<file path="src/rtl/prbs_gen_if.sv">
// PRBS generator bus: control, seed and error-injection inputs travel
// from the master (stimulus side) to the slave (generator); the PRBS
// word, its valid strobe and the injection status travel back.
interface prbs_gen_if #(
  parameter int WIDTH = 8
);
  logic             en;
  logic             seed_load;
  logic [WIDTH-1:0] seed;
  logic             inj_req;
  logic [WIDTH-1:0] inj_mask;
  logic [7:0]       inj_num;
  logic [7:0]       inj_gap;
  logic [WIDTH-1:0] prbs;
  logic             valid;
  logic             inj_busy;
  logic [15:0]      inj_total;

  modport master (
    output en, seed_load, seed, inj_req, inj_mask, inj_num, inj_gap,
    input  prbs, valid, inj_busy, inj_total
  );

  modport slave (
    input  en, seed_load, seed, inj_req, inj_mask, inj_num, inj_gap,
    output prbs, valid, inj_busy, inj_total
  );
endinterface

</file>
<file path="src/rtl/prbs_gen.sv">
// Word-wide PRBS generator with a programmable error-injection burst.
// The LFSR advances WIDTH single-bit steps per enabled cycle. Injection
// only XORs a mask into the output word; the LFSR itself stays clean so
// the stream resynchronises right after a corrupted word.
module prbs_gen #(
  parameter int WIDTH = 8,
  parameter int TAP1  = 6,
  parameter int TAP2  = 5
) (
  input  logic      clk,
  input  logic      reset,
  prbs_gen_if.slave bus
);

  typedef enum logic [1:0] {
    IDLE   = 2'd0,
    INJECT = 2'd1,
    GAP    = 2'd2
  } inj_state_t;

  logic [WIDTH-1:0] lfsr_reg;
  logic [WIDTH-1:0] prbs_reg;
  logic             valid_reg;
  inj_state_t       state_reg;
  logic             busy_reg;
  logic [7:0]       num_reg;
  logic [7:0]       gap_cfg_reg;
  logic [7:0]       gap_cnt_reg;
  logic [WIDTH-1:0] mask_reg;
  logic [15:0]      total_reg;

  logic [WIDTH-1:0] step_chain [0:WIDTH];
  logic [WIDTH-1:0] lfsr_next;
  logic [WIDTH-1:0] cur_mask;
  logic             word_adv;

  // A word is emitted only when enabled and not overridden by a seed load.
  assign word_adv = bus.en & ~bus.seed_load;

  // Chain of WIDTH single-bit LFSR steps producing the next word.
  assign step_chain[0] = lfsr_reg;
  generate
    for (genvar gi = 0; gi < WIDTH; gi++) begin : g_step
      assign step_chain[gi+1] = {step_chain[gi][WIDTH-2:0],
                                 step_chain[gi][TAP1] ^ step_chain[gi][TAP2]};
    end
  endgenerate
  assign lfsr_next = step_chain[WIDTH];

  // Corruption applies only while the FSM sits in INJECT.
  assign cur_mask = (state_reg == INJECT) ? mask_reg : '0;

  // LFSR, output word and valid strobe; a zero seed is replaced by 1 so
  // the register can never lock up.
  always_ff @(posedge clk or negedge reset) begin
    if (!reset) begin
      lfsr_reg  <= {{(WIDTH-1){1'b0}}, 1'b1};
      prbs_reg  <= '0;
      valid_reg <= 1'b0;
    end else begin
      valid_reg <= word_adv;
      if (bus.seed_load) begin
        lfsr_reg <= (bus.seed == '0) ? {{(WIDTH-1){1'b0}}, 1'b1} : bus.seed;
      end else if (bus.en) begin
        lfsr_reg <= lfsr_next;
        prbs_reg <= lfsr_next ^ cur_mask;
      end
    end
  end

  // Injection FSM: IDLE waits for a request, INJECT corrupts one word per
  // emitted word, GAP lets the configured number of clean words through.
  // Requests arriving while busy are dropped; seed loads emit no word and
  // therefore never move the FSM.
  always_ff @(posedge clk or negedge reset) begin
    if (!reset) begin
      state_reg   <= IDLE;
      busy_reg    <= 1'b0;
      num_reg     <= 8'd0;
      gap_cfg_reg <= 8'd0;
      gap_cnt_reg <= 8'd0;
      mask_reg    <= '0;
      total_reg   <= 16'd0;
    end else begin
      case (state_reg)
        IDLE: begin
          if (bus.inj_req && (bus.inj_num != 8'd0)) begin
            state_reg   <= INJECT;
            busy_reg    <= 1'b1;
            num_reg     <= bus.inj_num;
            gap_cfg_reg <= bus.inj_gap;
            mask_reg    <= bus.inj_mask;
          end
        end
        INJECT: begin
          if (word_adv) begin
            if (total_reg != 16'hFFFF) begin
              total_reg <= total_reg + 16'd1;
            end
            if (num_reg == 8'd1) begin
              state_reg <= IDLE;
              busy_reg  <= 1'b0;
              num_reg   <= 8'd0;
            end else begin
              num_reg <= num_reg - 8'd1;
              if (gap_cfg_reg != 8'd0) begin
                state_reg   <= GAP;
                gap_cnt_reg <= gap_cfg_reg;
              end
            end
          end
        end
        GAP: begin
          if (word_adv) begin
            if (gap_cnt_reg <= 8'd1) begin
              state_reg   <= INJECT;
              gap_cnt_reg <= 8'd0;
            end else begin
              gap_cnt_reg <= gap_cnt_reg - 8'd1;
            end
          end
        end
        default: begin
          state_reg <= IDLE;
          busy_reg  <= 1'b0;
        end
      endcase
    end
  end

  assign bus.prbs      = prbs_reg;
  assign bus.valid     = valid_reg;
  assign bus.inj_busy  = busy_reg;
  assign bus.inj_total = total_reg;

endmodule
</file>
<file path="src/flat_wrapper.sv">
// flat-port wrapper written by rule: the top's interface ports become plain ports
module prbs_gen_flat 
#(
  parameter int WIDTH = 8,
  parameter int TAP1  = 6,
  parameter int TAP2  = 5
)
  (clk, reset, bus_en, bus_seed_load, bus_seed, bus_inj_req, bus_inj_mask, bus_inj_num, bus_inj_gap, bus_prbs, bus_valid, bus_inj_busy, bus_inj_total);
  prbs_gen_if #(.WIDTH(WIDTH)) bus_i ();
  input  logic clk;
  input  logic reset;
  input wire logic [$bits(bus_i.en)-1:0] bus_en;
  input wire logic [$bits(bus_i.seed_load)-1:0] bus_seed_load;
  input wire logic [$bits(bus_i.seed)-1:0] bus_seed;
  input wire logic [$bits(bus_i.inj_req)-1:0] bus_inj_req;
  input wire logic [$bits(bus_i.inj_mask)-1:0] bus_inj_mask;
  input wire logic [$bits(bus_i.inj_num)-1:0] bus_inj_num;
  input wire logic [$bits(bus_i.inj_gap)-1:0] bus_inj_gap;
  output wire logic [$bits(bus_i.prbs)-1:0] bus_prbs;
  output wire logic [$bits(bus_i.valid)-1:0] bus_valid;
  output wire logic [$bits(bus_i.inj_busy)-1:0] bus_inj_busy;
  output wire logic [$bits(bus_i.inj_total)-1:0] bus_inj_total;
  assign bus_i.en = bus_en;
  assign bus_i.seed_load = bus_seed_load;
  assign bus_i.seed = bus_seed;
  assign bus_i.inj_req = bus_inj_req;
  assign bus_i.inj_mask = bus_inj_mask;
  assign bus_i.inj_num = bus_inj_num;
  assign bus_i.inj_gap = bus_inj_gap;
  assign bus_prbs = bus_i.prbs;
  assign bus_valid = bus_i.valid;
  assign bus_inj_busy = bus_i.inj_busy;
  assign bus_inj_total = bus_i.inj_total;
  prbs_gen #(.WIDTH(WIDTH), .TAP1(TAP1), .TAP2(TAP2)) u_core (.clk(clk), .reset(reset), .bus(bus_i));
endmodule
</file>
<file path="config.mk">
export PLATFORM = sky130hd
export DESIGN_NAME = prbs_gen_flat
export DESIGN_NICKNAME = d
export VERILOG_FILES = /design/src/rtl/prbs_gen_if.sv /design/src/rtl/prbs_gen.sv /design/src/flat_wrapper.sv
export SDC_FILE = /design/constraint.sdc
export NUM_CORES = 1
export LEC_CHECK = 0
export CORE_MARGIN = 2
export CORE_UTILIZATION = 57
export DETAILED_ROUTE_END_ITERATION = 6
export PLACE_DENSITY = 0.82
export SLEW_MARGIN = 30
export SYNTH_ARGS = -nofsm -noshare
export SYNTH_HDL_FRONTEND = slang
export SYNTH_SLANG_ARGS = --single-unit
</file>
<file path="constraint.sdc">
create_clock -name clk -period 4.7 [get_ports clk]
set_input_delay 0.47 -clock clk [delete_from_list [all_inputs] [get_ports clk]]
set_output_delay 0.47 -clock clk [all_outputs]
set_load 0.05 [all_outputs]
</file>
# [After elaboration in Yosys (flattened, before gate mapping)]
# Cells that the tools add are included.
[totals] regBits=67 in_bits=37 out_inout_bits=26 wordCells=78
[op_classes] add_sub_neg=3 n_lt_le_gt_ge=1 n_eq_ne=12 muxes=25 bitwise_logic=12 reduce_logical=15
[op_table] operator="two-way mux 8 bit" n=9
[op_table] operator="case mux 8 bit (2 select lines)" n=2
[op_table] operator="two-way mux 7 bit" n=3
[op_table] operator="adder 16 x 1 -> 16 bit, second input constant" n=1
[op_table] operator="inequality test 16 bit, second input constant" n=1
[op_table] operator="nonzero test 8 bit" n=2
[op_table] operator="subtractor 8 x 1 -> 8 bit, second input constant" n=2
[op_table] operator="two-way mux 2 bit" n=6
[op_table] operator="AND reduction 5 bit" n=2
[op_table] operator="== test 8 x 1 -> 1 bit, second input constant" n=1
[op_table] operator="<= comparator 8 x 1 -> 1 bit, second input constant" n=1
[op_table] operator="zero test 8 bit" n=1
[op_table] operator="inequality test 2 x 1 -> 1 bit, second input constant" n=4
[op_table] operator="XOR 1 bit" n=8
[op_table] operator="XOR 8 bit" n=1
[op_table] operator="inequality test 2 bit, second input constant" n=3
[op_table] operator="case mux 2 bit (3 select lines)" n=1
[op_table] operator="AND reduction 3 bit" n=2
[op_table] operator="nonzero test 2 bit" n=3
[op_table] operator="AND reduction 2 bit" n=2
[op_table] operator="AND reduction 4 bit" n=1
[op_table] operator="two-way mux 1 bit" n=3
[op_table] operator="inequality test 3 bit, second input constant" n=1
[op_table] operator="case mux 1 bit (3 select lines)" n=1
[op_table] operator="other kinds (6)" n=7

# [Longest topological paths before layout]
# Gate-level depths: netlist of run 1.
[logic_depth] depth_word=5 ltp_mapped=9 mapped_depth_nobuf=7

# [Least setup slack after synthesis of run 1]
# Ideal clock, no wire load.
[synth_path] path_type="register to register" startpoint="reg u_core.total_reg[0] (netlist: u_core.bus.inj_total[0])" endpoint="reg u_core.total_reg[14] (netlist: u_core.bus.inj_total[14])" setup_time_ns=0.142 arrival_time_ns=1.920 t_required_ns=4.558 path_slack_ns=2.638 path_stages_with_launch=7 path_buffers=0 synth_period_minus_slack_ns=2.062 cell_sequence="dfrtp_1 ha_1 nand3_1 or3_4 nor4b_4 nand3_1 xnor2_1"
[synth_between] elab_chain_cells=2 elab_cells_between_ends=3 classes_between="add/sub (1); eq/ne (1); reduce/logical (1)"
[synth_rtl] element="start: declaration" line="prbs_gen.sv:30" text="logic [15:0] total_reg;"
[synth_rtl] element="start signal: assignment" line="prbs_gen.sv:98" text="total_reg <= total_reg + 16'd1;"
[synth_rtl] element="branches (longest 2 deep; another with adder 16 x 1 -> 16 bit)"
# Parallel ways; which one is timed is not known.
# A chain may end at the register's enable or synchronous reset.

# [Worst setup path in the final report of run 1]
[layout_path] startpoint="reg u_core.state_reg[1]" endpoint="reg u_core.total_reg[14] (netlist: u_core.bus.inj_total[14])"
[layout_between] elab_chain_cells=2
[layout_rtl] element="start: declaration" line="prbs_gen.sv:24" text="inj_state_t state_reg;"
[layout_rtl] element="start signal: assignment" line="prbs_gen.sv:77" text="state_reg <= IDLE;"
[layout_rtl] element="start signal: assignment" line="prbs_gen.sv:88" text="state_reg <= INJECT;"
[layout_rtl] element="start signal: assignment" line="prbs_gen.sv:101" text="state_reg <= IDLE;"
[layout_rtl] element="== test 2 x 1 -> 1 bit" line="prbs_gen.sv:85" text="case (state_reg)"
[layout_rtl] element="AND reduction 3 bit (no source line)"
# No other way between the ends.

==> results of run 1 <==
## final cells by class
type / count / area share (%)
clock buffer: 12 / 3.25
clock inverter: 4 / 2.19
inverter: 19 / 1.60
multi-input combinational: 258 / 39.3
sequential: 67 / 37.6
tap: 75 / 2.10
timing repair buffer: 63 / 14.0
## synthesized netlist by cell type, types with 2 or more instances
library cell	n	area, um2
o32ai_1	2	17.5
nor4_1	7	43.8
xor2_1	5	43.8
nor2_1	18	67.6
nand4_1	5	31.3
o2111ai_1	2	17.5
nor2b_1	3	18.8
ha_1	9	113
o31ai_1	2	15.0
clkbuf_1	6	22.5
buf_6	2	22.5
a22o_1	7	61.3
nand2_1	40	150
o21a_1	3	22.5
or4_4	2	22.5
mux2_2	8	90.1
mux2_1	10	113
o21ai_1	2	10.0
inv_1	18	67.6
buf_4	2	15.0
o221ai_1	2	17.5
nand3_1	10	50.1
xnor2_1	24	210
o21ai_0	43	215
or3_1	3	18.8
nor3_1	6	30.0
buf_2	4	20.0
and2_1	3	18.8
and3_1	4	25.0
dfrtp_1	66	1650
a21oi_1	12	60.1
nor4_2	2	25.0
## how the worst min path moves through the flow
stage	to	slack (ns)	cells past startpoint
6_report	u_core.gap_cfg_reg[7]	0.30	2
2_1_floorplan	u_core.bus.inj_busy	0.17	0
5_1_grt	u_core.gap_cnt_reg[6]	0.40	2
3_5_place_dp	u_core.mask_reg[5]	0.49	1
3_3_place_gp	u_core.mask_reg[1]	0.48	1
4_1_cts	u_core.gap_cfg_reg[7]	0.34	2
## logic make-up after synthesis
| family | Yosys count | synth area share [%] |
|---|---|---|
| AOI/OAI and AO/OA | 87 | 15.5 |
| DFF | 67 | 46.8 |
| muxes | 19 | 5.93 |
| buffers and inverters | 33 | 4.22 |
| and+or+nand+nor | 114 | 17.3 |
| adders and majority gates | 9 | 3.14 |
| xor gates and xnor gates | 29 | 7.09 |
## cells in the final DEF, fill, tap and decap left out, types with 3 or more instances in the layout
| cell | netlist | layout |
|---|---|---|
| and2_1 | 3 | 3 |
| o21a_1 | 3 | 3 |
| inv_1 | 18 | 18 |
| clkdlybuf4s50_1 | 0 | 61 |
| xnor2_1 | 24 | 24 |
| mux2_2 | 8 | 8 |
| a22o_1 | 7 | 7 |
| nand2_1 | 40 | 40 |
| nor2b_1 | 3 | 3 |
| or3_1 | 3 | 3 |
| o21ai_0 | 43 | 43 |
| nor3_1 | 6 | 6 |
| mux2_1 | 10 | 10 |
| nand3_1 | 10 | 10 |
| clkbuf_8 | 0 | 10 |
| nor4_1 | 7 | 7 |
| ha_1 | 9 | 9 |
| and3_1 | 4 | 4 |
| xor2_1 | 5 | 5 |
| dfrtp_1 | 66 | 66 |
| a21oi_1 | 12 | 12 |
| nor2_1 | 18 | 18 |
| nand4_1 | 5 | 5 |
| bufinv_16 | 0 | 3 |
## power by group through the flow
stage	registers, mW	logic (mW)	clock network (mW)
after floorplan	1.14	0.770	0
after global placement	0.991	1.20	0
after detailed placement	1.00	1.25	0
after CTS	0.998	1.26	0.590
after global routing	1.03	1.38	0.615
final	1.00	1.27	0.584
## layer usage
metal  GRT usage (%)  routed length [um]  vias up
met5               0                   0        -
met3            4.47                 404       23
met1            32.7                3540     1402
met4            8.94                 174        0
li1                -                   -     1398
met2            40.3                3840      107
==> metrics.txt, run 1 <==
CTS clk-pin slew, worst paths=0.07 ns; Synthesis Warnings=0; number of synthesized flops with an enable pin=0; via count=2930; Slew headroom=44.8%; vias per cell=5.88; GPL Wtd Cong=0.830; cell mode on critical path=inv_1; Post-DP Area=4220 um2; Antenna Cells=0; final hold violation count=0; max reg flops=16; top_reg_cell synth=dfrtp_1; switching power=1.18 mW; CP Depth=7; R2R setup slack=2.08 ns; end of the critical path=u_core.bus.inj_total[14]; CTS H-Tree Depth=3; Setup-failing EPs final=0; placed insts=482; register area share after synthesis=46.8%; grt total ovfl=0; port bufs=62; Gate power share=44.4%; slowest stage cell, crit path=ha_1; Buf+Inv Stages, Crit Path=2; R2R depth=7; Register Area=1680 um2; WP data required=4.94 ns; largest net degree at the start of global routing=68; DP Wirelength=5590 um; Initial Util=59.8%; Post-Syn Nets=404; CTS tree=done; worst-skew pair later-pin latency=0.34 ns; Clock power frac=20.5%; worst-path cell chain=inv_1, ha_1, inv_1, or3_4, nor4b_4, nand3_1, xnor2_1; HP Class=in -> async; synthesized area=3580 um2; maximum fanout along the worst path=17; fill count=421; Clock Tree Buf Depth=2; initial antenna violation count=0; postcts setup bufs=0; CORE AREA=5990 um2; Worst Path Arrival=2.86 ns; Die W=83.3 um; FFs w/ async S/R, synth=100%; Fin Setup TNS=0 ns; sequential group share of total power=35.2%; Die Y=83.3 um; hold_ws=0.297 ns; CP Class=reg -> reg; vias in the first global route=2897; status=finished clean; FF-to-FF End=u_core.bus.inj_total[14]; FP Rows=28; switching part of the total=41.3%; unrepaired setup endpoints after global routing=no; internal power=1.67 mW; Avg WL per Cell=16.0 um; Gate Count Post-Synth=358; design area=4460 um2; Tot GR Track Use=24.6%; layout cells sized above 1=9.22%; min Tclk post-route=2.62 ns; Starting DRT DRC Count=180; final worst slack=2.08 ns; max cap viols=0; Final Cycle Share=55.8%; Multi-input gate area=1760 um2; Core Util, Final=74.5%; Layout area overhead=24.5%; total wire length=7960 um; Final Non-Filler Cells=498; maximum VDD drop=0.000395 V; Setup crit start=u_core.state_reg[1]; DRT antenna net count=0; Fmax=381 MHz; cts repair resizes=0; root buffer cell=clkbuf_8; reg2reg start=u_core.state_reg[1]; flops & latches, synth=67; IO Pins=63; worst slack, placed=1.81 ns; overall power=2.85 mW; clk sink count=67; Top delay family on crit path=simple AND/OR/NAND/NOR gates; synthesized area per cell=10.0 um2; PD cells=639 nW/um2; Clock Skew=0.00680 ns; Largest stage delay, worst path=0.53 ns; measured slew at the worst slew-check pin=0.828 ns; Lkg Pwr=1.89 nW; Worst setup SP type=flop; Crit. End Element=flop; drc violations=0; Slew Limit Fails=0; cts hold-fix bufs=0; post-layout net count=464; TritonRoute pass-1 iters=5; Cell variety after synth=58; first-pass GRT wire length=13900 um; Num CTS Buffers=9; Die Area=6940 um2
(Power assumes the default switching activity.)
==> inputs of run 2 (changes only) <==
Settings changed: CORE_UTILIZATION 57 to 48, PLACE_DENSITY 0.82 to 0.74.
Clock period 4.7 ns to 2.35 ns, I/O delays scaled along.
==> metrics.txt, run 2 (same netlist as run 1, synthesis figures left out) <==
drc violations=0; reg2reg start=u_core.state_reg[1]; R2R setup slack=0.33 ns; total wire length=7810 um; GPL Wtd Cong=0.860; FF-to-FF End=u_core.gap_cnt_reg[3]; via count=2864; Setup-failing EPs final=0; R2R depth=7; status=finished clean; Starting DRT DRC Count=147; Die Area=8180 um2; max cap viols=0; Antenna Cells=0; measured slew at the worst slew-check pin=0.526 ns; Lkg Pwr=1.93 nW; worst-skew pair later-pin latency=0.34 ns; CTS clk-pin slew, worst paths=0.07 ns; Crit. End Element=flop; vias per cell=5.38; PD cells=1210 nW/um2; CORE AREA=7250 um2; layout cells sized above 1=11.1%; Tot GR Track Use=19.9%; first-pass GRT wire length=13200 um; Fmax=494 MHz; Final Cycle Share=86.1%; HP Class=in -> async; placed insts=516; vias in the first global route=2799; Initial Util=49.4%; Slew headroom=64.6%; Worst Path Arrival=2.26 ns; max reg flops=16; DRT antenna net count=0; Final Non-Filler Cells=532; FP Rows=31; postcts setup bufs=0; Avg WL per Cell=14.7 um; CTS tree=done; end of the critical path=u_core.gap_cnt_reg[3]; Worst setup SP type=flop; largest net degree at the start of global routing=32; maximum fanout along the worst path=16; leading cell type in the layout, fill and taps excluded=dfrtp_1; overall power=5.53 mW; IO Pins=63; post-layout net count=475; final hold violation count=0; most frequent cells in the layout=dfrtp_1 (66), clkdlybuf4s50_1 (61), o21ai_0 (43), nand2_1 (40), xnor2_1 (24); maximum VDD drop=0.000647 V; unrepaired setup endpoints after global routing=no; clk sink count=67; DP Wirelength=5860 um; Setup crit start=u_core.state_reg[1]; CTS H-Tree Depth=3; fill count=610; Num CTS Buffers=9; Core Util, Final=62.8%; grt total ovfl=0; Layout area overhead=27.1%; WP data required=2.58 ns; CP Class=reg -> reg; Clock Tree Buf Depth=2; Fin Setup TNS=0 ns; port bufs=62; Die Y=90.4 um; Slew Limit Fails=0; root buffer cell=clkbuf_8; Clock Skew=0.0104 ns; min Tclk post-route=2.02 ns; initial antenna violation count=0; TritonRoute pass-1 iters=4; Die W=90.4 um
run 2: changes by cell type in the layout (fill, tap and decap cells not counted), sizes merged:
cell	before	now
buf	2	12
bufinv	3	1
clkbuf	12	13
clkinv	0	1
clkinvlp	1	0
dlygate4sd3	0	1
run 2: area by class of cell:
class                           count  area, um2  share of cell area [%]
Multi-Input combinational cell    258       1760                    38.5
Sequential cell                    67       1680                    36.8
Timing Repair Buffer               74        733                    16.1
Clock buffer                       13        159                    3.49
Tap cell                           99        124                    2.72
Inverter                           19       71.3                    1.57
Clock inverter                      2       35.0                   0.769
run 2: metal layers:
layer / up-vias / global-route usage [%] / wire (um)
met5: - / 0 / 0
met4: 0 / 8.85 / 163
met3: 18 / 3.26 / 273
met2: 71 / 32.7 / 3840
met1: 1368 / 26.0 / 3530
li1: 1407 / - / -
run 2: repair_timing:
item / in CTS / in global routing
gates resized for setup: 0 / 0
hold buffers: 1 / 0
endpoints found under the hold margin: 13 / 0
run 2: power breakdown:
part,internal [mW],switching (mW)
logic,1.10,1.49
registers,1.59,0.390
clock network,0.542,0.421
run 2: through the flow:
| stage | hold slack, ns | cell area (um2) | setup slack (ns) |
|---|---|---|---|
| finish | 0.356 | 4560 | 0.326 |
| global route | 0.379 | 4560 | 0.152 |
| CTS | 0.333 | 4560 | 0.354 |
| detailed placement | 0.174 | 4350 | 0.208 |
| global placement | 0.170 | 4350 | 0.261 |
| floorplan | -0.0606 | 3580 | 0.288 |
run 2: worst max-delay path, stage by stage (launching register included):
cell and delay, ns:
dfrtp_1 0.41, inv_1 0.08, ha_1 0.24, buf_4 0.18, nor2_1 0.12, o2111a_1 0.49
o21ai_0 0.18, a22o_1 0.21
run 2: how the worst min path moves through the flow:
stage / startpoint / endpoint / slack (ns) / cells past startpoint
6_report: reset / u_core.gap_cfg_reg[4] / 0.36 / 2
3_3_place_gp: reset / u_core.gap_cfg_reg[6] / 0.17 / 1
5_1_grt: reset / u_core.gap_cfg_reg[6] / 0.38 / 2
4_1_cts: reset / u_core.gap_cfg_reg[4] / 0.33 / 2
2_1_floorplan: reset / u_core.bus.inj_busy / -0.06 / 0
3_5_place_dp: reset / u_core.gap_cfg_reg[4] / 0.17 / 1
==> inputs of run 3 (changes only) <==
Settings changed: GPL_TIMING_DRIVEN set to 1, SKIP_LAST_GASP set to 1.
==> results of run 3 <==
No change in the layout: final DEF, timing and power equal those of run 2.
